<file path="src/rtl/scariv_brtag_alloc_if.sv">
// Dispatch / commit / BRU-update bundle for the branch-tag allocator.
// The master drives requests, and the allocator (slave) returns tags and ready.
interface scariv_brtag_alloc_if #(
  parameter int ENTRY_SIZE = 16,
  parameter int DISP_SIZE  = 4,
  parameter int TAG_W      = $clog2(ENTRY_SIZE)
);
  logic [DISP_SIZE-1:0]            i_disp_valid;
  logic                            i_disp_fire;
  logic                            o_brtag_ready;
  logic [DISP_SIZE-1:0][TAG_W-1:0] o_brtag;

  logic                            i_cmt_commit;
  logic [DISP_SIZE-1:0]            i_cmt_is_br_inst;
  logic                            i_cmt_dead;

  logic                            i_br_upd_update;
  logic                            i_br_upd_mispredict;
  logic                            i_br_upd_dead;
  logic [TAG_W-1:0]                i_br_upd_brtag;

  logic                            i_flush_all;

  modport master (
    output i_disp_valid, i_disp_fire,
    output i_cmt_commit, i_cmt_is_br_inst, i_cmt_dead,
    output i_br_upd_update, i_br_upd_mispredict, i_br_upd_dead, i_br_upd_brtag,
    output i_flush_all,
    input  o_brtag_ready, o_brtag
  );

  modport slave (
    input  i_disp_valid, i_disp_fire,
    input  i_cmt_commit, i_cmt_is_br_inst, i_cmt_dead,
    input  i_br_upd_update, i_br_upd_mispredict, i_br_upd_dead, i_br_upd_brtag,
    input  i_flush_all,
    output o_brtag_ready, o_brtag
  );
endinterface

</file>
<file path="src/rtl/scariv_brtag_alloc.sv">
// Branch-tag circular allocator: in-order allocate at dispatch, free at commit, rollback on mispredict.
// Optional protocol checker enabled by defining SCARIV_BRTAG_CHECK_EN.
module scariv_brtag_alloc #(
  parameter int ENTRY_SIZE = 16,
  parameter int DISP_SIZE  = 4,
  parameter int TAG_W      = $clog2(ENTRY_SIZE)
) (
  input  logic                     i_clk,
  input  logic                     i_reset,
  scariv_brtag_alloc_if.slave      bus,
  output logic [TAG_W:0]           o_free_count,
  output logic [ENTRY_SIZE-1:0]    o_live_mask,
  output logic                     o_check_err
);

  localparam int PTR_W = TAG_W + 1;
  typedef logic [PTR_W-1:0] ptr_t;

  function automatic ptr_t popcount(input logic [DISP_SIZE-1:0] v);
    ptr_t c;
    c = '0;
    for (int i = 0; i < DISP_SIZE; i++) c = c + ptr_t'(v[i]);
    return c;
  endfunction

  ptr_t                            head_q, tail_q, head_d, tail_d;
  ptr_t                            occ_q, occ_d, disp_cnt, cmt_cnt;
  logic [ENTRY_SIZE-1:0]           live_q, live_d;
  logic [DISP_SIZE-1:0][TAG_W-1:0] brtag;
  logic [TAG_W-1:0]                off;
  ptr_t                            prefix;
  logic                            ready, alloc_en, free_en, mispred_req, rollback_en, rb_wrap;

  assign occ_q        = tail_q - head_q;
  assign o_free_count = ptr_t'(ENTRY_SIZE) - occ_q;
  assign disp_cnt     = popcount(bus.i_disp_valid);
  assign cmt_cnt      = popcount(bus.i_cmt_is_br_inst);
  assign ready        = disp_cnt <= o_free_count;

  assign free_en      = bus.i_cmt_commit & ~bus.i_cmt_dead;
  assign mispred_req  = bus.i_br_upd_update & bus.i_br_upd_mispredict & ~bus.i_br_upd_dead;
  // Liveness is read from the registered mask, which mirrors the current head/tail.
  assign rollback_en  = mispred_req & live_q[bus.i_br_upd_brtag];
  // A mispredict squashes the dispatch group fired in the same cycle.
  assign alloc_en     = bus.i_disp_fire & ready & ~mispred_req;
  // The branch is older than tail, so it wraps past head's index only if it is numerically below it.
  assign rb_wrap      = head_q[TAG_W] ^ (bus.i_br_upd_brtag < head_q[TAG_W-1:0]);

  assign bus.o_brtag_ready = ready;
  assign bus.o_brtag       = brtag;
  assign o_live_mask       = live_q;

  // NOTE: every variable written here gets a value before any branch, so no latch can be inferred.
  always_comb begin
    prefix = '0;
    for (int i = 0; i < DISP_SIZE; i++) begin
      brtag[i] = tail_q[TAG_W-1:0] + prefix[TAG_W-1:0];
      prefix   = prefix + ptr_t'(bus.i_disp_valid[i]);
    end
  end

  always_comb begin
    head_d = head_q + (free_en ? cmt_cnt : ptr_t'(0));
    tail_d = tail_q;
    if (bus.i_flush_all)  tail_d = head_d;
    else if (rollback_en) tail_d = {rb_wrap, bus.i_br_upd_brtag} + ptr_t'(1);
    else if (alloc_en)    tail_d = tail_q + disp_cnt;

    occ_d  = tail_d - head_d;
    off    = '0;
    live_d = '0;
    for (int t = 0; t < ENTRY_SIZE; t++) begin
      off       = TAG_W'(t) - head_d[TAG_W-1:0];
      live_d[t] = {1'b0, off} < occ_d;
    end
  end

  // NOTE: sequential state uses non-blocking assignments so all registers see pre-edge values.
  always_ff @(posedge i_clk) begin
    if (i_reset) begin
      head_q <= '0;
      tail_q <= '0;
      live_q <= '0;
    end else begin
      head_q <= head_d;
      tail_q <= tail_d;
      live_q <= live_d;
    end
  end

`ifdef SCARIV_BRTAG_CHECK_EN
  logic err_fire, err_cmt, err_mis, err_any, check_err_q;

  assign err_fire = bus.i_disp_fire & ~ready & (|bus.i_disp_valid);
  assign err_cmt  = free_en & (cmt_cnt > occ_q);
  assign err_mis  = mispred_req & ~live_q[bus.i_br_upd_brtag];
  assign err_any  = err_fire | err_cmt | err_mis;

  always_ff @(posedge i_clk) begin
    if (i_reset) check_err_q <= 1'b0;
    else         check_err_q <= check_err_q | err_any;
  end

  assign o_check_err = check_err_q;

`ifdef SIMULATION
  always_ff @(posedge i_clk) begin
    if (!i_reset && err_any)
      $error("brtag protocol error: fire=%0b commit=%0b mispredict=%0b", err_fire, err_cmt, err_mis);
  end
`endif
`else
  assign o_check_err = 1'b0;
`endif

endmodule

</file>
<file path="src/flat_wrapper.sv">
// flat-port wrapper written by rule: the top's interface ports become plain ports
module scariv_brtag_alloc_flat 
#(
  parameter int ENTRY_SIZE = 16,
  parameter int DISP_SIZE  = 4,
  parameter int TAG_W      = $clog2(ENTRY_SIZE)
)
  (i_clk, i_reset, o_free_count, o_live_mask, o_check_err, bus_i_disp_valid, bus_i_disp_fire, bus_i_cmt_commit, bus_i_cmt_is_br_inst, bus_i_cmt_dead, bus_i_br_upd_update, bus_i_br_upd_mispredict, bus_i_br_upd_dead, bus_i_br_upd_brtag, bus_i_flush_all, bus_o_brtag_ready, bus_o_brtag);
  scariv_brtag_alloc_if #(.ENTRY_SIZE(ENTRY_SIZE), .DISP_SIZE(DISP_SIZE), .TAG_W(TAG_W)) bus_i ();
  input  logic i_clk;
  input  logic i_reset;
  output logic [TAG_W:0] o_free_count;
  output logic [ENTRY_SIZE-1:0] o_live_mask;
  output logic o_check_err;
  input wire logic [$bits(bus_i.i_disp_valid)-1:0] bus_i_disp_valid;
  input wire logic [$bits(bus_i.i_disp_fire)-1:0] bus_i_disp_fire;
  input wire logic [$bits(bus_i.i_cmt_commit)-1:0] bus_i_cmt_commit;
  input wire logic [$bits(bus_i.i_cmt_is_br_inst)-1:0] bus_i_cmt_is_br_inst;
  input wire logic [$bits(bus_i.i_cmt_dead)-1:0] bus_i_cmt_dead;
  input wire logic [$bits(bus_i.i_br_upd_update)-1:0] bus_i_br_upd_update;
  input wire logic [$bits(bus_i.i_br_upd_mispredict)-1:0] bus_i_br_upd_mispredict;
  input wire logic [$bits(bus_i.i_br_upd_dead)-1:0] bus_i_br_upd_dead;
  input wire logic [$bits(bus_i.i_br_upd_brtag)-1:0] bus_i_br_upd_brtag;
  input wire logic [$bits(bus_i.i_flush_all)-1:0] bus_i_flush_all;
  output wire logic [$bits(bus_i.o_brtag_ready)-1:0] bus_o_brtag_ready;
  output wire logic [$bits(bus_i.o_brtag)-1:0] bus_o_brtag;
  assign bus_i.i_disp_valid = bus_i_disp_valid;
  assign bus_i.i_disp_fire = bus_i_disp_fire;
  assign bus_i.i_cmt_commit = bus_i_cmt_commit;
  assign bus_i.i_cmt_is_br_inst = bus_i_cmt_is_br_inst;
  assign bus_i.i_cmt_dead = bus_i_cmt_dead;
  assign bus_i.i_br_upd_update = bus_i_br_upd_update;
  assign bus_i.i_br_upd_mispredict = bus_i_br_upd_mispredict;
  assign bus_i.i_br_upd_dead = bus_i_br_upd_dead;
  assign bus_i.i_br_upd_brtag = bus_i_br_upd_brtag;
  assign bus_i.i_flush_all = bus_i_flush_all;
  assign bus_o_brtag_ready = bus_i.o_brtag_ready;
  assign bus_o_brtag = bus_i.o_brtag;
  scariv_brtag_alloc #(.ENTRY_SIZE(ENTRY_SIZE), .DISP_SIZE(DISP_SIZE), .TAG_W(TAG_W)) u_core (.i_clk(i_clk), .i_reset(i_reset), .bus(bus_i), .o_free_count(o_free_count), .o_live_mask(o_live_mask), .o_check_err(o_check_err));
endmodule
</file>
<file path="config.mk">
export PLATFORM = sky130hd
export DESIGN_NAME = scariv_brtag_alloc_flat
export DESIGN_NICKNAME = d
export VERILOG_FILES = /design/src/rtl/scariv_brtag_alloc_if.sv /design/src/rtl/scariv_brtag_alloc.sv /design/src/flat_wrapper.sv
export SDC_FILE = /design/constraint.sdc
export NUM_CORES = 1
export LEC_CHECK = 0
export CORE_MARGIN = 8
export CORE_UTILIZATION = 59
export CTS_BUF_LIST = sky130_fd_sc_hd__clkbuf_2
export DETAILED_ROUTE_END_ITERATION = 10
export GPL_TIMING_DRIVEN = 0
export PLACE_DENSITY = 0.9
export SYNTH_ARGS = -nofsm -noshare
export SYNTH_HDL_FRONTEND = slang
export SYNTH_SLANG_ARGS = --single-unit
</file>
<file path="constraint.sdc">
create_clock -name i_clk -period 14.4 [get_ports i_clk]
set_input_delay 2.88 -clock i_clk [delete_from_list [all_inputs] [get_ports i_clk]]
set_output_delay 2.88 -clock i_clk [all_outputs]
set_load 0.01 [all_outputs]
</file>
==> results of run 1 <==
report_power, final:
part,switching (W),internal (W)
Sequential,0.0000185,0.0000947
Combinational,0.000218,0.000193
Clock,0.0000220,0.0000239
Total,0.000258,0.000311
cells in the mapped netlist (all sizes together), types with 3 or more instances:
library cell  number
ha                51
inv               34
a21oi             27
dfxtp             26
nand2             19
nor2              17
o21ai             17
xnor2             17
a21o              14
xor2              13
buf               10
nand3             10
fa                 9
a211oi             8
and2               7
maj3               6
mux2i              5
nand2b             5
clkbuf             4
mux4               4
a221oi             3
and3               3
o211ai             3
or2                3
flip-flops by register name, summed over array words and instances (netlist names):
| name | flops |
|---|---|
| u_core.o_live_mask | 16 |
| u_core.head_q | 5 |
| u_core.tail_q | 5 |
area by class of cell:
class	instances	area, um^2
Multi-Input combinational cell	270	2310
Inverter	35	131
Clock inverter	1	30.0
Timing Repair Buffer	57	571
Clock buffer	3	15.0
Tap cell	70	87.6
Fill cell	366	1290
Sequential cell	26	520
Buffer	14	92.6
placed cells by master, fill, tap and decap left out, types with 2 or more instances in the layout:
cell type        synthesis  final
xnor2_1                 17     17
dfxtp_1                 26     26
buf_4                    6      6
nand2b_1                 4      4
nand3b_1                 2      2
a211oi_1                 7      7
buf_2                    2      2
or2_2                    2      2
o21ai_0                 15     15
ha_1                    51     51
mux2i_1                  5      5
mux4_2                   2      2
buf_6                    2      2
nor2_1                  16     16
and3b_1                  2      2
a21o_1                  14     14
inv_1                   34     34
maj3_1                   5      5
clkbuf_1                 4      4
o211ai_1                 2      2
a221oi_1                 3      3
and3_1                   2      2
nor3_1                   2      2
nand2_1                 19     19
fa_1                     9      9
and2_1                   6      6
a211o_1                  2      2
nand3_1                 10     10
clkbuf_2                 0      3
a22oi_1                  2      2
o211a_1                  2      2
mux4_1                   2      2
xor2_1                  13     13
clkdlybuf4s50_1          0     57
a21oi_1                 26     26
logic make-up after synthesis:
kind of cell / Yosys count / share of synthesized area (%)
other cells: 1 / 0.123
mux: 9 / 4.84
simple gates: 75 / 12.7
compound gates: 88 / 19.8
fa+ha+maj: 66 / 28.8
xor+xnor: 31 / 9.35
buf+inv: 49 / 7.34
flops: 26 / 17.1
metrics by stage:
step	instances	hold WS (ns)	utilization, %	cell area [um^2]	power [W]
after floorplan	345	0.607	-	3050	0.000371
after global placement	472	0.656	73.6	3710	0.000496
after detailed placement	472	0.647	73.6	3710	0.000517
after CTS	476	0.700	74.5	3750	0.000565
after global routing	476	0.763	74.5	3750	0.000613
final	476	0.713	74.5	3750	0.000570
worst paths after layout:
kind | startpoint | end | slack, ns | cells after the start
worst max-delay path | bus_i_disp_valid[0] | bus_o_brtag_ready | 5.44 | 10
worst max register to register | u_core.tail_q[1] | u_core.o_live_mask[9] | 8.07 | 26
worst min register to register | u_core.head_q[4] | u_core.head_q[4] | 0.71 | 3
worst min-delay path | u_core.head_q[4] | u_core.head_q[4] | 0.71 | 3
worst min-delay path, delay by kind of cell (launching register included):
| family | cells | cell delay, ns |
|---|---|---|
| buffers and inverters | 1 | 0.12 |
| DFF | 1 | 0.37 |
| and+or+nand+nor | 1 | 0.09 |
| xor gates and xnor gates | 1 | 0.11 |
per-layer routing:
layer / GRT usage, % / wire [um]
met1: 25.3 / 3190
met5: 0 / 0
met4: 5.16 / 125
met2: 42.0 / 4430
met3: 2.53 / 474
==> results.py, run 1 <==
metrics = {
    "sta": {
        "hold_violations": 0,
        "maxSlewHeadroom_pct": 41.9,
        "fmax_mhz": 112,
        "clock_skew_ns": 0.0257,
        "tightest_slew_ns": 0.868,
        "min_period_ns": 8.96,
        "tns_ns": 0,
        "rsz0062_at_grt": "no",
        "slew_viol_final": 0,
        "period_share_pct": 62.3,
        "setup_ws_ns": 5.44,
        "setup_viol": 0,
    },
    "floorplan": {
        "start_util_pct": 60.5,
        "ios": 60,
        "core-area_um2": 5040,
        "dieArea_um2": 7730,
        "die_x_um": 87.9,
        "rows": 26,
        "dieHeight_um": 87.9,
    },
    "routing": {
        "drt-initial-drc-count": 218,
        "drc": 0,
        "dr_total_vias": 2829,
        "viasPerCell": 5.94,
        "wl_per_cell_um": 17.3,
        "wl_mm": 8.21,
        "antenna_left": 0,
        "drt_first_pass_iters": 5,
    },
    "clock_tree": {
        "clk_pin_slew_ns": 0.22,
        "max-clock-path-buffers": 2,
        "cts_sinks": 26,
        "cts_buffers": 3,
        "post_cts_buffers": 0,
        "h-tree-depth": 1,
        "cts_hold_buf": 0,
        "clk_latency_ns": 0.36,
        "cts_tree": "done",
        "cts_root_buffer": "clkbuf_2",
        "cts-resized-gates": 0,
    },
    "critical_path": {
        "worstPathArrival_ns": 6.08,
        "startpoint_type": "primary input",
        "cp.required_ns": 11.52,
        "slowest_delay_ns": 0.54,
        "cp-end-kind": "output port",
        "path_buf_inv": 3,
        "cpMaxStageDelayCell": "fa_1",
        "crit_fanout": 6,
        "critPathTopFamily": "adder cells",
        "criticalPathCategory": "in2out",
        "cp_cell_sequence": "clkdlybuf4s50_1 -> fa_1 -> ha_1 -> fa_1 -> ha_1 -> nand4b_1 -> and3_1 -> a211oi_4 -> inv_1 -> clkdlybuf4s50_1",
    },
    "synthesis": {
        "avgSynthCellArea_um2": 8.85,
        "ys_ff_latch": 26,
        "synthCells": 345,
        "syn_nets": 426,
        "synth_cell_type_count": 62,
        "synthFlopType": "dfxtp_1",
        "synth.area.top_cells": "ha_1 (21%), dfxtp_1 (17%), fa_1 (5.9%), xnor2_1 (4.9%), a21oi_1 (4.3%)",
        "synth_largest_area_cell": "ha_1",
        "ys_seq_area_share_pct": 17.1,
        "synth.yosys.warnings": 0,
        "async_flop_share_pct": 0,
        "synth_top_area_share_pct": 20.9,
        "synth_edf_count": 0,
        "netlist_area_um2": 3050,
    },
    "global_routing": {
        "antenna_found_initial": 0,
        "grt_util_all_layers_pct": 22.1,
        "grt_max_degree": 16,
        "grt_pass1_vias": 2829,
        "grt_pass1_wl_mm": 13.6,
        "globalRouteOverflowTotal": 0,
    },
    "run_status": {
        "outcome": "completed",
    },
    "layout": {
        "nets": 488,
        "drive_above_1_share_pct": 7.14,
        "diodes": 0,
        "area_growth_syn_to_layout_pct": 23.0,
    },
    "worst_hold_path": {
        "hold_class": "reg2reg",
    },
    "placed_design": {
        "hpwl_mm": 6.74,
        "gp_congestion": 0.862,
        "place_ws_ns": 5.45,
        "portBuffers": 57,
    },
    "power": {
        "powerDensity_nw_per_um2": 152,
        "power_leakage_nw": 1.72,
        "vdd_drop_max_v": 0.000121,
    },
    "run": {
        "maxCapViolations": 0,
    },
}
Note: power is estimated with default switching activity, not from simulation.
==> run 2: changes to the inputs <==
- CORE_UTILIZATION: 59 -> 54
- PLACE_DENSITY: 0.9 -> 0.83
- clock period: 14.4 -> 8.3 ns (I/O delays scaled with it)
==> run 2 against run 1 <==
  * Flip-flop and latch count is the same
  * Cell count grew 0.42%
  * Critical path type is now in2reg
  * Largest power group unchanged
  * Non-clock buffer count is the same
==> results.py, run 2 (same netlist as run 1, synthesis figures left out) <==
metrics = {
    "run_status": {
        "outcome": "completed",
    },
    "floorplan": {
        "dieArea_um2": 8310,
        "start_util_pct": 55.8,
        "core-area_um2": 5470,
        "dieHeight_um": 91.2,
        "die_x_um": 91.2,
        "rows": 27,
        "ios": 60,
    },
    "routing": {
        "antenna_left": 0,
        "drt_first_pass_iters": 5,
        "drt-initial-drc-count": 192,
        "wl_mm": 7.74,
        "dr_total_vias": 2724,
        "drc": 0,
        "viasPerCell": 5.70,
        "wl_per_cell_um": 16.2,
    },
    "sta": {
        "rsz0062_at_grt": "no",
        "tightest_slew_ns": 0.949,
        "hold_violations": 0,
        "fmax_mhz": 141,
        "clock_skew_ns": 0.0183,
        "period_share_pct": 85.5,
        "min_period_ns": 7.10,
        "slew_viol_final": 0,
        "maxSlewHeadroom_pct": 36.5,
        "setup_viol": 0,
        "tns_ns": 0,
        "setup_ws_ns": 1.20,
    },
    "run": {
        "maxCapViolations": 0,
    },
    "layout": {
        "final_cell_area_um2": 3760,
        "final_common_cell": "clkdlybuf4s50_1",
        "drive_above_1_share_pct": 7.14,
        "nets": 488,
        "largest_reg_flops": 16,
        "layout_common_cells": "clkdlybuf4s50_1 (57), ha_1 (51), inv_1 (34), a21oi_1 (26), dfxtp_1 (26)",
        "diodes": 0,
        "seqCellArea_um2": 520,
        "multi_input_area_um2": 2310,
        "area_growth_syn_to_layout_pct": 23.1,
        "fin_util_pct": 68.7,
        "fillers": 462,
    },
    "power": {
        "power_leakage_nw": 1.72,
        "powerDensity_nw_per_um2": 259,
        "vdd_drop_max_v": 0.000164,
    },
    "critical_path": {
        "crit_fanout": 9,
        "cp-end-kind": "flip-flop",
        "r2r_cells": 24,
        "cp.required_ns": 8.59,
        "criticalPathCategory": "in2reg",
        "startpoint_type": "primary input",
        "reg2reg_setup_slack_ns": 2.26,
        "worstPathArrival_ns": 7.39,
        "r2r_start": "u_core.tail_q[1]",
        "timing.rr.end": "u_core.o_live_mask[9]",
    },
    "clock_tree": {
        "h-tree-depth": 1,
        "max-clock-path-buffers": 2,
        "cts_tree": "done",
        "clk_latency_ns": 0.38,
        "cts_buffers": 3,
        "clk_pin_slew_ns": 0.25,
        "cts-resized-gates": 0,
        "cts_sinks": 26,
        "cts_root_buffer": "clkbuf_2",
        "cts_hold_buf": 0,
        "post_cts_buffers": 0,
    },
    "global_routing": {
        "antenna_found_initial": 0,
        "grt_util_all_layers_pct": 18.3,
        "globalRouteOverflowTotal": 0,
        "met2_usage_pct": 33.2,
        "grt_max_degree": 16,
        "grt_use_met3_pct": 2.30,
        "grt_pass1_vias": 2634,
        "busiest_layer": "met2",
        "grt_pass1_wl_mm": 12.8,
        "use_met1_pct": 21.8,
    },
    "placed_design": {
        "place_ws_ns": 0.887,
        "place_area_um2": 3710,
        "hpwl_mm": 6.49,
        "portBuffers": 57,
        "gp_congestion": 0.898,
    },
    "worst_hold_path": {
        "holdPathStages": 3,
        "min_from": "u_core.head_q[4]",
        "hold_class": "reg2reg",
        "hold_end": "u_core.head_q[4]",
    },
}
run 2: worst max-delay path by stage:
| stage | end | slack (ns) | cells past startpoint | start |
|---|---|---|---|---|
| after floorplan | u_core.o_live_mask[0] | 1.82 | 20 | bus_i_disp_valid[0] |
| after global placement | u_core.o_live_mask[9] | 0.95 | 21 | bus_i_disp_valid[0] |
| after detailed placement | u_core.o_live_mask[9] | 0.89 | 20 | bus_i_cmt_is_br_inst[0] |
| after CTS | u_core.o_live_mask[9] | 1.30 | 21 | bus_i_disp_valid[0] |
| after global routing | u_core.o_live_mask[9] | 0.90 | 23 | bus_i_disp_valid[0] |
| final | u_core.o_live_mask[9] | 1.20 | 20 | bus_i_cmt_is_br_inst[0] |
run 2: power breakdown:
| group | internal, W | switching (W) |
|---|---|---|
| logic | 0.000334 | 0.000364 |
| clock network | 0.0000414 | 0.0000415 |
| registers | 0.000164 | 0.0000281 |
| total | 0.000539 | 0.000434 |
run 2: final cells by class:
type	count	share of cell area, %
multi-input cells	270	61.4
clock buffers	3	0.400
well taps	72	2.40
inverters	35	3.50
plain buffers	14	2.46
flip-flops and latches	26	13.9
repair buffers	57	15.2
clock inverters	1	0.799
run 2: metal layers:
metal | vias up | routed length (um)
met5 | - | 0
met4 | 0 | 150
met3 | 16 | 356
met2 | 85 | 3960
met1 | 1286 | 3270
li1 | 1337 | -
run 2: metrics by stage:
stage	hold slack [ns]	power (W)	cells
finish	0.710	0.000973	478
global route	0.755	0.00105	478
CTS	0.708	0.000971	478
detailed placement	0.654	0.000888	474
global placement	0.660	0.000866	474
floorplan	0.607	0.000644	345
run 2: critical path, cell delays in order:
cell             delay, ns
clkdlybuf4s50_1       0.40
ha_1                  0.28
inv_1                 0.05
fa_1                  0.36
inv_1                 0.07
ha_1                  0.21
and3b_1               0.21
fa_1                  0.44
xor2_1                0.78
clkinv_1              0.60
ha_1                  0.52
a21o_1                0.19
a21o_1                0.22
or3_1                 0.37
a211o_1               0.30
nand3_1               0.16
or2_1                 0.12
buf_4                 0.15
nand3_1               0.11
o211a_1               0.19
==> run 3: changes to the inputs <==
- SETUP_SLACK_MARGIN: default -> 0.02
- SLEW_MARGIN: default -> 10
==> results of run 3 <==
Same layout as run 2: the final DEF is identical, and so are final timing and power.
